==> config.mk <==
export PLATFORM = sky130hd
export DESIGN_NAME = sccb_master
export DESIGN_NICKNAME = d
export VERILOG_FILES = /design/src/rtl/sccb_pkg.sv /design/src/rtl/sccb_tick_gen.sv /design/src/rtl/sccb_master.sv
export SDC_FILE = /design/constraint.sdc
export NUM_CORES = 1
export LEC_CHECK = 0
export CORE_MARGIN = 1
export CORE_UTILIZATION = 55
export CTS_BUF_LIST = sky130_fd_sc_hd__clkbuf_8 sky130_fd_sc_hd__clkbuf_16
export DETAILED_ROUTE_END_ITERATION = 6
export HOLD_SLACK_MARGIN = 0.08
export PLACE_DENSITY = 0.77
export SYNTH_ARGS = -nofsm -noshare
export SYNTH_HDL_FRONTEND = slang
export SYNTH_SLANG_ARGS = --single-unit
==> constraint.sdc <==
create_clock -name i_clk -period 2.79 [get_ports i_clk]
set_input_delay 0.4185 -clock i_clk [delete_from_list [all_inputs] [get_ports i_clk]]
set_output_delay 0.4185 -clock i_clk [all_outputs]
set_load 0.005 [all_outputs]
==> src/rtl/sccb_pkg.sv <==
// Shared state encoding and framing constants for the SCCB three-phase write engine.
package sccb_pkg;

  typedef enum logic [2:0] {
    IDLE,
    START,
    BIT,
    STOP,
    GAP
  } state_t;

  localparam int START_Q       = 2;
  localparam int BIT_Q         = 4;
  localparam int STOP_Q        = 4;
  localparam int GAP_Q         = 4;
  localparam int BITS_PER_BYTE = 9;
  localparam int BYTES         = 3;

  localparam logic [7:0] DEFAULT_CAM_ID = 8'h42;

endpackage

==> src/rtl/sccb_tick_gen.sv <==
// Quarter-period divider: one-cycle tick every QTR clocks, held at zero while clear is high.
module sccb_tick_gen #(
  parameter int QTR = 250
) (
  input  logic clk,
  input  logic rst,
  input  logic clear,
  output logic tick
);

  localparam int CW = (QTR > 1) ? $clog2(QTR) : 1;

  logic [CW-1:0] count;

  generate
    if (QTR < 2) begin : g_qtr_check
      $error("sccb_tick_gen: QTR must be at least 2");
    end
  endgenerate

  always_ff @(posedge clk or posedge rst) begin
    if (rst) begin
      count <= '0;
    end else if (clear || tick) begin
      count <= '0;
    end else begin
      count <= count + 1'b1;
    end
  end

  assign tick = !clear && (count == CW'(QTR - 1));

endmodule

==> src/rtl/sccb_master.sv <==
// SCCB write engine: sends CAM_ID, register address and data as three 9-bit phases,
// then a stop condition and bus-free gap before reporting ready again.
module sccb_master
  import sccb_pkg::*;
#(
  parameter int         CLK_F  = 100_000_000,
  parameter int         SCCB_F = 100_000,
  parameter logic [7:0] CAM_ID = DEFAULT_CAM_ID
) (
  input  logic       i_clk,
  input  logic       i_rst,
  input  logic       i_start,
  input  logic [7:0] i_addr,
  input  logic [7:0] i_data,
  input  logic       i_siod,
  output logic       o_ready,
  output logic       o_sioc,
  output logic       o_siod,
  output logic       o_siod_oe,
  output logic       o_nack
);

  localparam int         QTR       = CLK_F / (4 * SCCB_F);
  localparam logic [3:0] LAST_BIT  = 4'(BITS_PER_BYTE - 1);
  localparam logic [3:0] PRE_X_BIT = 4'(BITS_PER_BYTE - 2);
  localparam logic [1:0] LAST_BYTE = 2'(BYTES - 1);
  localparam logic [1:0] START_END = 2'(START_Q - 1);
  localparam logic [1:0] BIT_END   = 2'(BIT_Q - 1);
  localparam logic [1:0] STOP_END  = 2'(STOP_Q - 1);
  localparam logic [1:0] GAP_END   = 2'(GAP_Q - 1);

  state_t      state, state_n;
  logic [1:0]  qcnt, qcnt_n;
  logic [3:0]  bit_idx, bit_idx_n;
  logic [1:0]  byte_idx, byte_idx_n;
  logic [23:0] shift, shift_n;
  logic        nack_flag, nack_flag_n;
  logic        ready_n, sioc_n, siod_n, oe_n, nack_n;
  logic        tick;

  sccb_tick_gen #(.QTR(QTR)) u_tick (
    .clk   (i_clk),
    .rst   (i_rst),
    .clear (state == IDLE),
    .tick  (tick)
  );

  always_ff @(posedge i_clk or posedge i_rst) begin
    if (i_rst) begin
      state     <= IDLE;
      qcnt      <= '0;
      bit_idx   <= '0;
      byte_idx  <= '0;
      shift     <= '0;
      nack_flag <= 1'b0;
      o_ready   <= 1'b1;
      o_sioc    <= 1'b1;
      o_siod    <= 1'b1;
      o_siod_oe <= 1'b1;
      o_nack    <= 1'b0;
    end else begin
      state     <= state_n;
      qcnt      <= qcnt_n;
      bit_idx   <= bit_idx_n;
      byte_idx  <= byte_idx_n;
      shift     <= shift_n;
      nack_flag <= nack_flag_n;
      o_ready   <= ready_n;
      o_sioc    <= sioc_n;
      o_siod    <= siod_n;
      o_siod_oe <= oe_n;
      o_nack    <= nack_n;
    end
  end

  // Line values are computed for the quarter being entered, so every output stays registered.
  always_comb begin
    state_n     = state;
    qcnt_n      = qcnt;
    bit_idx_n   = bit_idx;
    byte_idx_n  = byte_idx;
    shift_n     = shift;
    nack_flag_n = nack_flag;
    ready_n     = o_ready;
    sioc_n      = o_sioc;
    siod_n      = o_siod;
    oe_n        = o_siod_oe;
    nack_n      = 1'b0;

    case (state)
      IDLE: begin
        if (i_start) begin
          shift_n     = {CAM_ID, i_addr, i_data};
          nack_flag_n = 1'b0;
          ready_n     = 1'b0;
          qcnt_n      = '0;
          sioc_n      = 1'b1;
          siod_n      = 1'b1;
          oe_n        = 1'b1;
          state_n     = START;
        end
      end

      START: begin
        if (tick) begin
          if (qcnt == START_END) begin
            state_n    = BIT;
            qcnt_n     = '0;
            bit_idx_n  = '0;
            byte_idx_n = '0;
            sioc_n     = 1'b0;
            siod_n     = shift[23];
            shift_n    = {shift[22:0], 1'b0};
          end else begin
            qcnt_n = qcnt + 2'd1;
            siod_n = 1'b0;
          end
        end
      end

      BIT: begin
        if (tick) begin
          qcnt_n = qcnt + 2'd1;
          if (qcnt == 2'd1) begin
            sioc_n = 1'b1;
          end else if (qcnt == 2'd2) begin
            if (bit_idx == LAST_BIT && i_siod) begin
              nack_flag_n = 1'b1;
            end
          end else if (qcnt == BIT_END) begin
            qcnt_n = '0;
            sioc_n = 1'b0;
            if (bit_idx == LAST_BIT) begin
              bit_idx_n = '0;
              oe_n      = 1'b1;
              if (byte_idx == LAST_BYTE) begin
                state_n = STOP;
                siod_n  = 1'b0;
              end else begin
                byte_idx_n = byte_idx + 2'd1;
                siod_n     = shift[23];
                shift_n    = {shift[22:0], 1'b0};
              end
            end else if (bit_idx == PRE_X_BIT) begin
              // The X bit belongs to the slave: release the line for its full four quarters.
              bit_idx_n = bit_idx + 4'd1;
              oe_n      = 1'b0;
              siod_n    = 1'b1;
            end else begin
              bit_idx_n = bit_idx + 4'd1;
              siod_n    = shift[23];
              shift_n   = {shift[22:0], 1'b0};
            end
          end
        end
      end

      STOP: begin
        if (tick) begin
          if (qcnt == STOP_END) begin
            state_n = GAP;
            qcnt_n  = '0;
          end else begin
            qcnt_n = qcnt + 2'd1;
            if (qcnt == 2'd0) begin
              sioc_n = 1'b1;
            end else if (qcnt == 2'd1) begin
              siod_n = 1'b1;
            end
          end
        end
      end

      GAP: begin
        if (tick) begin
          if (qcnt == GAP_END) begin
            state_n = IDLE;
            qcnt_n  = '0;
            ready_n = 1'b1;
            nack_n  = nack_flag;
          end else begin
            qcnt_n = qcnt + 2'd1;
          end
        end
      end

      default: begin
        state_n = IDLE;
      end
    endcase
  end

endmodule

== Yosys cells after proc, flatten, opt, wreduce, memory -nomap -nowiden ==
Index checks and enable logic that the tools add are counted.

* Register bits: 49
* Bits of input ports: 20
* Output and inout port bits: 5

* Add/sub/neg operators: 4
* Equality and inequality tests: 37
* Mux-type cells: 96
* Reduce and logical (&&, ||, !) cells: 23

{| class="wikitable"
|+ Operator list
! cell !! number
|-
| two-way mux 24 bit || 10
|-
| case mux 24 bit (3 select lines) || 1
|-
| two-way mux 1 bit || 39
|-
| two-way mux 3 bit || 13
|-
| two-way mux 2 bit || 16
|-
| != test 2 bit (second input constant) || 16
|-
| two-way mux 4 bit || 7
|-
| AND reduction 10 bit || 2
|-
| != test 3 bit (second input constant) || 5
|-
| case mux 3 bit (5 select lines) || 1
|-
| AND reduction 7 bit || 2
|-
| AND reduction 13 bit || 1
|-
| AND reduction 11 bit || 1
|-
| != test 2 x 1 -> 1 bit (second input constant) || 5
|-
| AND reduction 9 bit || 1
|-
| adder 8 x 1 -> 8 bit (second input constant) || 1
|-
| equality test 8 bit (second input constant) || 1
|-
| two-way mux 8 bit || 1
|-
| case mux 1 bit (4 select lines) || 2
|-
| case mux 2 bit (4 select lines) || 1
|-
| case mux 4 bit (2 select lines) || 1
|-
| nonzero test 4 bit || 2
|-
| equality test 2 bit (second input constant) || 3
|-
| equality test 3 x 2 -> 1 bit (second input constant) || 2
|-
| other kinds (20) || 26
|}

== Longest topological paths before layout ==
Gate-level depths: netlist (run 1).

* Word-level depth: 8
* Depth in mapped cells: 8
* Gate-level depth less buffers: 7

== By module ==
Synthesis (run 1) repeated with hierarchy kept, for this count alone.

* Cell total of the unflattened synthesis: 275
* Area, all modules: 2989.1 µm²

{| class="wikitable"
|+ By module, submodules not included
! module !! instances !! cells each !! area an instance (µm²) !! seq. area each (µm²)
|-
| sccb_master || 1 || 231 || 2549.9 || 1031.0
|-
| sccb_tick_gen || 1 || 44 || 439.2 || 200.2
|}

== Worst setup path before layout (run 1) ==
No wires, ideal clock.

* Path type: flip-flop to flip-flop
* Start point: register qcnt[1]
* End point: register shift[0]
* Data arrival time: 2.143 ns
* Data required time: 2.665 ns
* Setup slack: 0.522 ns
* Cell stages (with the launch flop): 9
* Clock period less this slack: 2.268 ns
* Path through: dfrtp_1 > inv_1 > ha_1 > nor2_1 > o22ai_2 > a22o_1 > a211oi_2 > buf_4 > mux2_2

* Longest elaborated chain between the ends: 3
* Elaborated cells on any way between the ends: 8

{| class="wikitable"
|+ Ends and longest elaborated chain
! element !! RTL line !! source
|-
| from (decl) || sccb_master.sv:33 || <nowiki>logic [1:0] qcnt, qcnt_n;</nowiki>
|-
| from (signal assigned) || sccb_master.sv:63 || <nowiki>qcnt <= qcnt_n;</nowiki>
|-
| equality test 2 bit, or another cell as far along || sccb_master.sv:130 || <nowiki>end else if (qcnt == BIT_END) begin</nowiki>
|-
| != test 2 bit (no source line) || -- ||
|-
| AND reduction 10 bit (no source line) * || -- ||
|-
| to (signal assigned) || sccb_master.sv:66 || <nowiki>shift <= shift_n;</nowiki>
|-
| to (decl) || sccb_master.sv:36 || <nowiki>logic [23:0] shift, shift_n;</nowiki>
|}

Every way passes the cells marked *; elsewhere a longest branch is shown, timed or not.
A chain may end at the register's enable or synchronous reset.

== Worst setup path in the final report (run 1) ==
* Start point: register qcnt[0]
* End point: register byte_idx[1]

* Longest elaborated chain between the ends: 3
* Elaborated cells on any way between the ends: 8

{| class="wikitable"
|+ Ends and longest elaborated chain
! element !! RTL line !! source
|-
| equality test 2 bit, or another cell as far along || sccb_master.sv:130 ||
|-
| != test 2 bit (no source line) || -- ||
|-
| AND reduction 9 bit (no source line) * || -- ||
|-
| to (signal assigned) || sccb_master.sv:65 || <nowiki>byte_idx <= byte_idx_n;</nowiki>
|-
| to (decl) || sccb_master.sv:35 || <nowiki>logic [1:0] byte_idx, byte_idx_n;</nowiki>
|}

Marks and branches as above.

==> results of run 1 <==
-- kinds of logic after synthesis --
| logic type | count (synthesis) |
|---|---|
| flip-flops | 49 |
| multiplexers | 42 |
| XOR/XNOR | 4 |
| adder cells (fa/ha/maj) | 11 |
| AND/OR/NAND/NOR | 79 |
| buffers and inverters | 29 |
| AO/OA/AOI/OAI | 54 |
-- stage by stage --
step                utilization (%)  std cells
floorplan                         -        268
CTS                            66.4        363
detailed placement             64.6        356
finish                         66.4        363
global placement               64.6        356
global route                   66.4        363
-- routing by layer --
layer	part of all wire, %	wire length, um
met1	47	2440
met2	49	2530
met3	3.2	164
met4	1.4	71
met5	0	0
-- report_power, final --
part           internal, mW  switching, mW
registers             0.973          0.167
clock network         0.196          0.228
logic                 0.654          0.592
-- registers in the layout, summed over array words and instances (netlist names), 2 cells and up --
| register | count |
|---|---|
| qcnt | 2 |
| shift | 24 |
| state | 3 |
| u_tick.count | 8 |
| byte_idx | 2 |
| bit_idx | 4 |
-- worst paths after layout --
path / endpoint / slack (ns) / cells after the start
setup / recovery: byte_idx[1]$_DFFE_PP0P_ / 0.32 / 7
hold / removal: qcnt[0]$_DFFE_PP0P_ / 0.38 / 2
setup reg to reg: byte_idx[1]$_DFFE_PP0P_ / 0.32 / 7
hold reg to reg: byte_idx[0]$_DFFE_PP0P_ / 0.47 / 1
max in group asynchronous: o_siod$_DFFE_PP1P_ / 1.80 / 3
min in group i_clk: byte_idx[0]$_DFFE_PP0P_ / 0.47 / 1
-- cell usage after synthesis, types with 3 or more instances --
cell type,instances
clkbuf_1,5
inv_1,16
a21oi_1,15
nand2_1,23
nand4_1,3
a31oi_1,3
mux2_2,34
nor3_1,4
dfrtp_1,45
o21ai_0,16
nand3_1,5
dfstp_2,4
ha_1,10
buf_4,4
nor2_1,21
xnor2_1,3
and3_1,3
nor2b_1,3
mux2i_1,7
-- area by class of cell --
class	count	share of cell area (%)
Sequential cell	49	39.0
Tap cell	67	2.65
Timing Repair Buffer	33	9.74
Inverter	17	2.02
Clock buffer	6	2.61
Multi-Input combinational cell	190	43.8
Clock inverter	1	0.238
-- worst max-delay path: cells and delay by family, from the launching register on --
kind / cells / cell delay [ns]
DFF: 1 / 0.42
adders and majority gates: 1 / 0.27
AOI/OAI and AO/OA: 2 / 0.25
buffers and inverters: 1 / 0.11
and+or+nand+nor: 3 / 1.36
==> key figures, run 1 <==
Synthesis
  – Sequential fraction of the synthesis area: 45.1%
  – Post-synthesis compound-gate area fraction: 12.5%
  – Largest family of logic cells by synthesized area: multiplexers
  – Synth top area cells: dfrtp_1, mux2_2, ha_1
  – Synth cell types: 55
  – Simple-gate area share of the yosys netlist: 14.7%
  – Post-synth top area cell: dfrtp_1
  – Mux contribution to synthesized area: between 15 and 20%
  – Top cell type's share of synthesized area: 41.2%
  – Syn Nets: 298
  – Yosys warns: 0
  – #FFs+latches synth: 49
  – XOR/XNOR Fraction of Synth Area: 1.28%
  – Ys flop type: dfrtp_1
  – Adder-Cell Fraction of Synth Area: 4.95%
  – Avg Cell Area, Syn: roughly 10 um^2
  – Cell area after synthesis: 0.00273 mm^2
  – Post-synth EDFFs: 0
  – Post-synth ARST share: 100%
  – Cells after Synth: about 270

Place
  – Placed cell areas: around 0.0031 mm^2
  – Hpwl dp: 3660 um
  – GPL Wtd Cong: 0.861
  – Dpl ws: approximately 0.36 ns
  – Buffers on Ports: 24

Final layout
  – Multi-input gate area: 0.00138 mm^2
  – Most frequent cells in the layout: dfrtp_1, mux2_2, clkdlybuf4s50_1, nand2_1, nor2_1
  – Layout cells sized above 1: roughly a fifth
  – Commonest non-fill, non-tap cell in the layout: dfrtp_1
  – P&R area growth vs syn: 15.6%
  – Register area: 0.00123 mm^2
  – Post-route cell area: around 0.0032 mm^2
  – Antenna diodes: 0
  – Layout net count: roughly 330
  – Fill cells: 396

Routing
  – 1st-iter DRT viols: 101
  – Residual DRC: 0
  – Routed len/inst: 14.3 um
  – Final WL: 5200 um
  – DRT Pass-1 Iters: 4
  – Antenna viol nets, final: 0
  – Via count: 2012
  – Vias/cell: 5.54

GRT
  – Met2 Track Usage GR: 35.8%
  – Overall routing resource usage: 21.9%
  – Initial antenna violation count: 0
  – Met1 Use GR: between 20% and 30%
  – GRT Residual Overflow: 0
  – Met3 Usage GRT: 3.47%
  – Largest net degree at the start of global routing: 26
  – Most used routing layer: met2
  – First-pass GRT wire length: roughly 8900 um
  – Vias in the first global route: 1948

Timing
  – Final hold violations: 0
  – Layout Skew: 0.00628 ns
  – Unrepaired setup endpoints after global routing: no
  – Slew Limit Fails: 0
  – Fin crit period: 2.47 ns
  – Max Freq: 0.405 GHz
  – Fin Setup TNS: 0 ns
  – Final period utilization: 88.5%
  – # setup viols final: 0
  – Slew headroom: about two thirds
  – Final setup margin: 0.321 ns
  – Fin Hold WS: around 0.38 ns
  – Worst Tran Pin Value: around 0.47 ns

Power
  – Maximum vdd drop: 428 uV
  – P_leak: 1.38 nW
  – Pwr dens: between 800 and 900 mW/mm^2
  – Overall power: approximately 2.8 mW

Clock network
  – CTS Sinks: 49
  – Max H-tree Level: 2
  – CTS Buffer Depth: 2
  – Setup bufs post-CTS: 0
  – Clk slew on worst S/H paths: 0.09 ns
  – CTS tree: yes
  – CTS Hold Bufs: 0
  – Num CTS Buffers: 5
  – PostCTS Resize Cnt: 0
  – Clk Latency, worst-skew pair: 0.29 ns
  – Root buf cell: clkbuf_8

Setup path
  – Crit path cell chain: inv_1, ha_1, nor2_1, o22ai_2, or4_1, or4_4, o21ai_1
  – Crit path max fanout: 10
  – Worst setup EP type: register
  – Critical path class: reg2reg
  – Crit path launch: qcnt[0]$_DFFE_PP0P_
  – Slowest cell on the critical path: or4_1
  – Worst setup SP type: register
  – WP data arrival: 2.70 ns
  – RR Startpoint: qcnt[0]$_DFFE_PP0P_
  – Worst path required time: 3.02 ns
  – Delay of the slowest cell on the worst path: 0.67 ns

Floorplanning
  – Die H: a little over 70 um
  – # IOs: 25
  – Die ar.: 0.00525 mm^2
  – Chip width: between 70 and 80 um
  – Num rows: 25
  – Starting density of the core: 57.5%
  – Area of the core: 0.00475 mm^2

Hold path
  – Hold WC Path Type: in2async

Status
  – Status: completed

Job
  – Max Cap Viol: 0
No activity file was read; power rests on OpenSTA's default activity.
==> run 2, diff against run 1 <==
--- a/config.mk
+++ b/config.mk
@@ -5,6 +5,7 @@
 export SDC_FILE = /design/constraint.sdc
 export NUM_CORES = 1
 export LEC_CHECK = 0
+export ABC_CLOCK_PERIOD_IN_PS = 2790
 export CORE_MARGIN = 1
 export CORE_UTILIZATION = 55
 export CTS_BUF_LIST = sky130_fd_sc_hd__clkbuf_8 sky130_fd_sc_hd__clkbuf_16
@@ -14,3 +15,4 @@
 export SYNTH_ARGS = -nofsm -noshare
 export SYNTH_HDL_FRONTEND = slang
 export SYNTH_SLANG_ARGS = --single-unit
+export TNS_END_PERCENT = 10
==> results of run 2 <==
No change in the layout: final DEF, timing and power equal those of run 1.
==> RTL edit: new RTL, config.mk and constraints of run 2 <==
Take the reset off `shift` and load it in a clocked block of its own.
--- a/src/rtl/sccb_master.sv
+++ b/src/rtl/sccb_master.sv
@@ -52,5 +52,4 @@
       bit_idx   <= '0;
       byte_idx  <= '0;
-      shift     <= '0;
       nack_flag <= 1'b0;
       o_ready   <= 1'b1;
@@ -64,5 +63,4 @@
       bit_idx   <= bit_idx_n;
       byte_idx  <= byte_idx_n;
-      shift     <= shift_n;
       nack_flag <= nack_flag_n;
       o_ready   <= ready_n;
@@ -72,4 +70,8 @@
       o_nack    <= nack_n;
     end
+  end
+
+  always_ff @(posedge i_clk) begin
+    shift <= shift_n;
   end
 
Check against the original RTL: no difference found for any inputs over 10 cycles, from zero or initial values and one cycle with i_rst high; that may be too few to reach the edited logic, so the function may still have changed.
==> RTL edit against run 2 <==
- non-clock buffer count decreased by 5
- wire length decreased by 3.6%
- sequential cell count is the same
- hold slack better by 0.082 ns
- synthesized area down 2.4%
- setup slack improved by 0.088 ns
- final area decreased by 3.6%
- count of clock-buffer cells in the layout shrank 1
Power is not compared: it rests on default switching activity, and its combinational part moved more than twofold at a synthesized area within 25%.
==> RTL edit: results (changes against run 2) <==
| Metric | Value |
|---|---|
| Via count | `1,978 (-1.7%)` |
| Reg clk slew, reported paths | `0.09 ns (about the same)` |
| Synth Instances | `272 (+1.5%)` |
| Post-synth EDFFs | `24 (+24)` |
| Crit path DAT | `2.35 ns (-0.35 ns)` |
| Placed cell count | `339 (-4.8%)` |
| DRT iter0 DRCs | `221 (+120%)` |
| Top cells by area, synth | `edfxtp_1 (27%), dfrtp_1 (20%), nand2_1 (8.4%)` |
| Worst Hold Class | `primary input to asynchronous set/reset pin` |
| Share of flip-flops with an asynchronous set or reset | `0.510 (-0.490)` |
| Postcts setup bufs | `0 (unchanged)` |
| GRT Util Overall | `0.218 (-0.000877)` |
| Vias in the first global route | `1,878 (-3.6%)` |
| 1st-pass router iterations | `4 (unchanged)` |
| Final wirelength | `5020 µm (-3.6%)` |
| Place WS | `0.431 ns (+0.0744 ns)` |
| Yosys warning count | `0 (unchanged)` |
| Ys flop type | `edfxtp_1` |
| Synth unique cells | `58 (+5.5%)` |
| Share of cells above drive strength 1 | `0.0949 (-0.118)` |
| Hpwl dp | `3560 µm (-2.9%)` |
| Crit path max-delay cell type | `dfrtp_1` |
| Final std cells w/o fill | `347 (-4.4%)` |
| Final Skew | `0.00884 ns (+0.00255 ns)` |
| Global-route wire length before repair | `8640 µm (-3.2%)` |
| Max stage delay on crit path | `0.42 ns (-0.25 ns)` |
| GPL Wtd Cong | `0.916 (+6.4%)` |
| Sequential element share of the synthesized area | `0.507 (+0.0560)` |
| Largest net degree at the start of global routing | `26 (unchanged)` |
| Filler cell count | `366 (-7.6%)` |
| Commonest cells in the netlist | `nand2_1 (60), edfxtp_1 (24), dfrtp_1 (21), nor2_1 (21), a21oi_1 (13)` |
| Nets | `324 (-0.61%)` |
| Syn Nets | `302 (+1.3%)` |
| Highest net fanout along the worst path | `24 (+14)` |
| Slew @ Worst Pin | `0.680 ns (+0.207 ns)` |
| Status | `finished clean` |
## RTL edit: per-layer routing
metal  share of wire  GRT usage  up-vias
met3           0.047     0.0492        7
met1            0.48      0.319      920
met2            0.46      0.317       61
met4           0.013     0.0850        0
li1                -          -      990
met5               0          0        -
## RTL edit: layout make-up
cell class / instances / area (µm²) / area share
Multi-Input combinational cell: 198 / 1230 / 0.403
Timing Repair Buffer: 28 / 270 / 0.0887
Sequential cell: 49 / 1350 / 0.444
Inverter: 12 / 45.0 / 0.0148
Clock inverter: 3 / 17.5 / 0.00575
Clock buffer: 5 / 68.8 / 0.0226
Tap cell: 52 / 65.1 / 0.0214
## RTL edit: final timing paths
check	start	to	slack, ns	depth (start not counted)
max	u_tick.count[1]$_DFF_PP0_	shift[7]$_DFFE_PP_	0.41	8
max in group asynchronous	i_rst	o_sioc$_DFFE_PP1P_	2.03	3
max reg2reg	u_tick.count[1]$_DFF_PP0_	shift[7]$_DFFE_PP_	0.41	8
min	i_rst	state[2]$_DFFE_PP0P_	0.46	3
min reg2reg	o_sioc$_DFFE_PP1P_	o_sioc$_DFFE_PP1P_	0.47	2
min in group i_clk	o_sioc$_DFFE_PP1P_	o_sioc$_DFFE_PP1P_	0.47	2
## RTL edit: metrics by stage
stage	hold WS, ns	power (mW)	area, µm²
4_1_cts	0.466	1.23	3050
3_3_place_gp	0.457	0.820	2960
5_1_grt	0.486	1.26	3050
3_5_place_dp	0.459	0.821	2960
6_report	0.465	1.22	3050
2_1_floorplan	0.443	0.789	2680
## RTL edit: logic make-up after synthesis
group	share of synthesized area
AND/OR/NAND/NOR	0.243
flip-flops	0.507
AO/OA/AOI/OAI	0.113
buffers and inverters	0.0385
adder cells (fa/ha/maj)	0.0469
multiplexers	0.0324
XOR/XNOR	0.0197
## RTL edit: power by group through the flow
stage	Clock [mW]	Sequential, mW	Combinational [mW]
finish	0.411	0.756	0.0489
global route	0.450	0.756	0.0551
floorplan	0	0.771	0.0174
global placement	0	0.771	0.0488
detailed placement	0	0.771	0.0499
CTS	0.426	0.756	0.0499
## RTL edit: worst min-delay path: stages
cell	delay, ns
clkdlybuf4s50_1	0.39
inv_1	0.05
buf_4	0.30
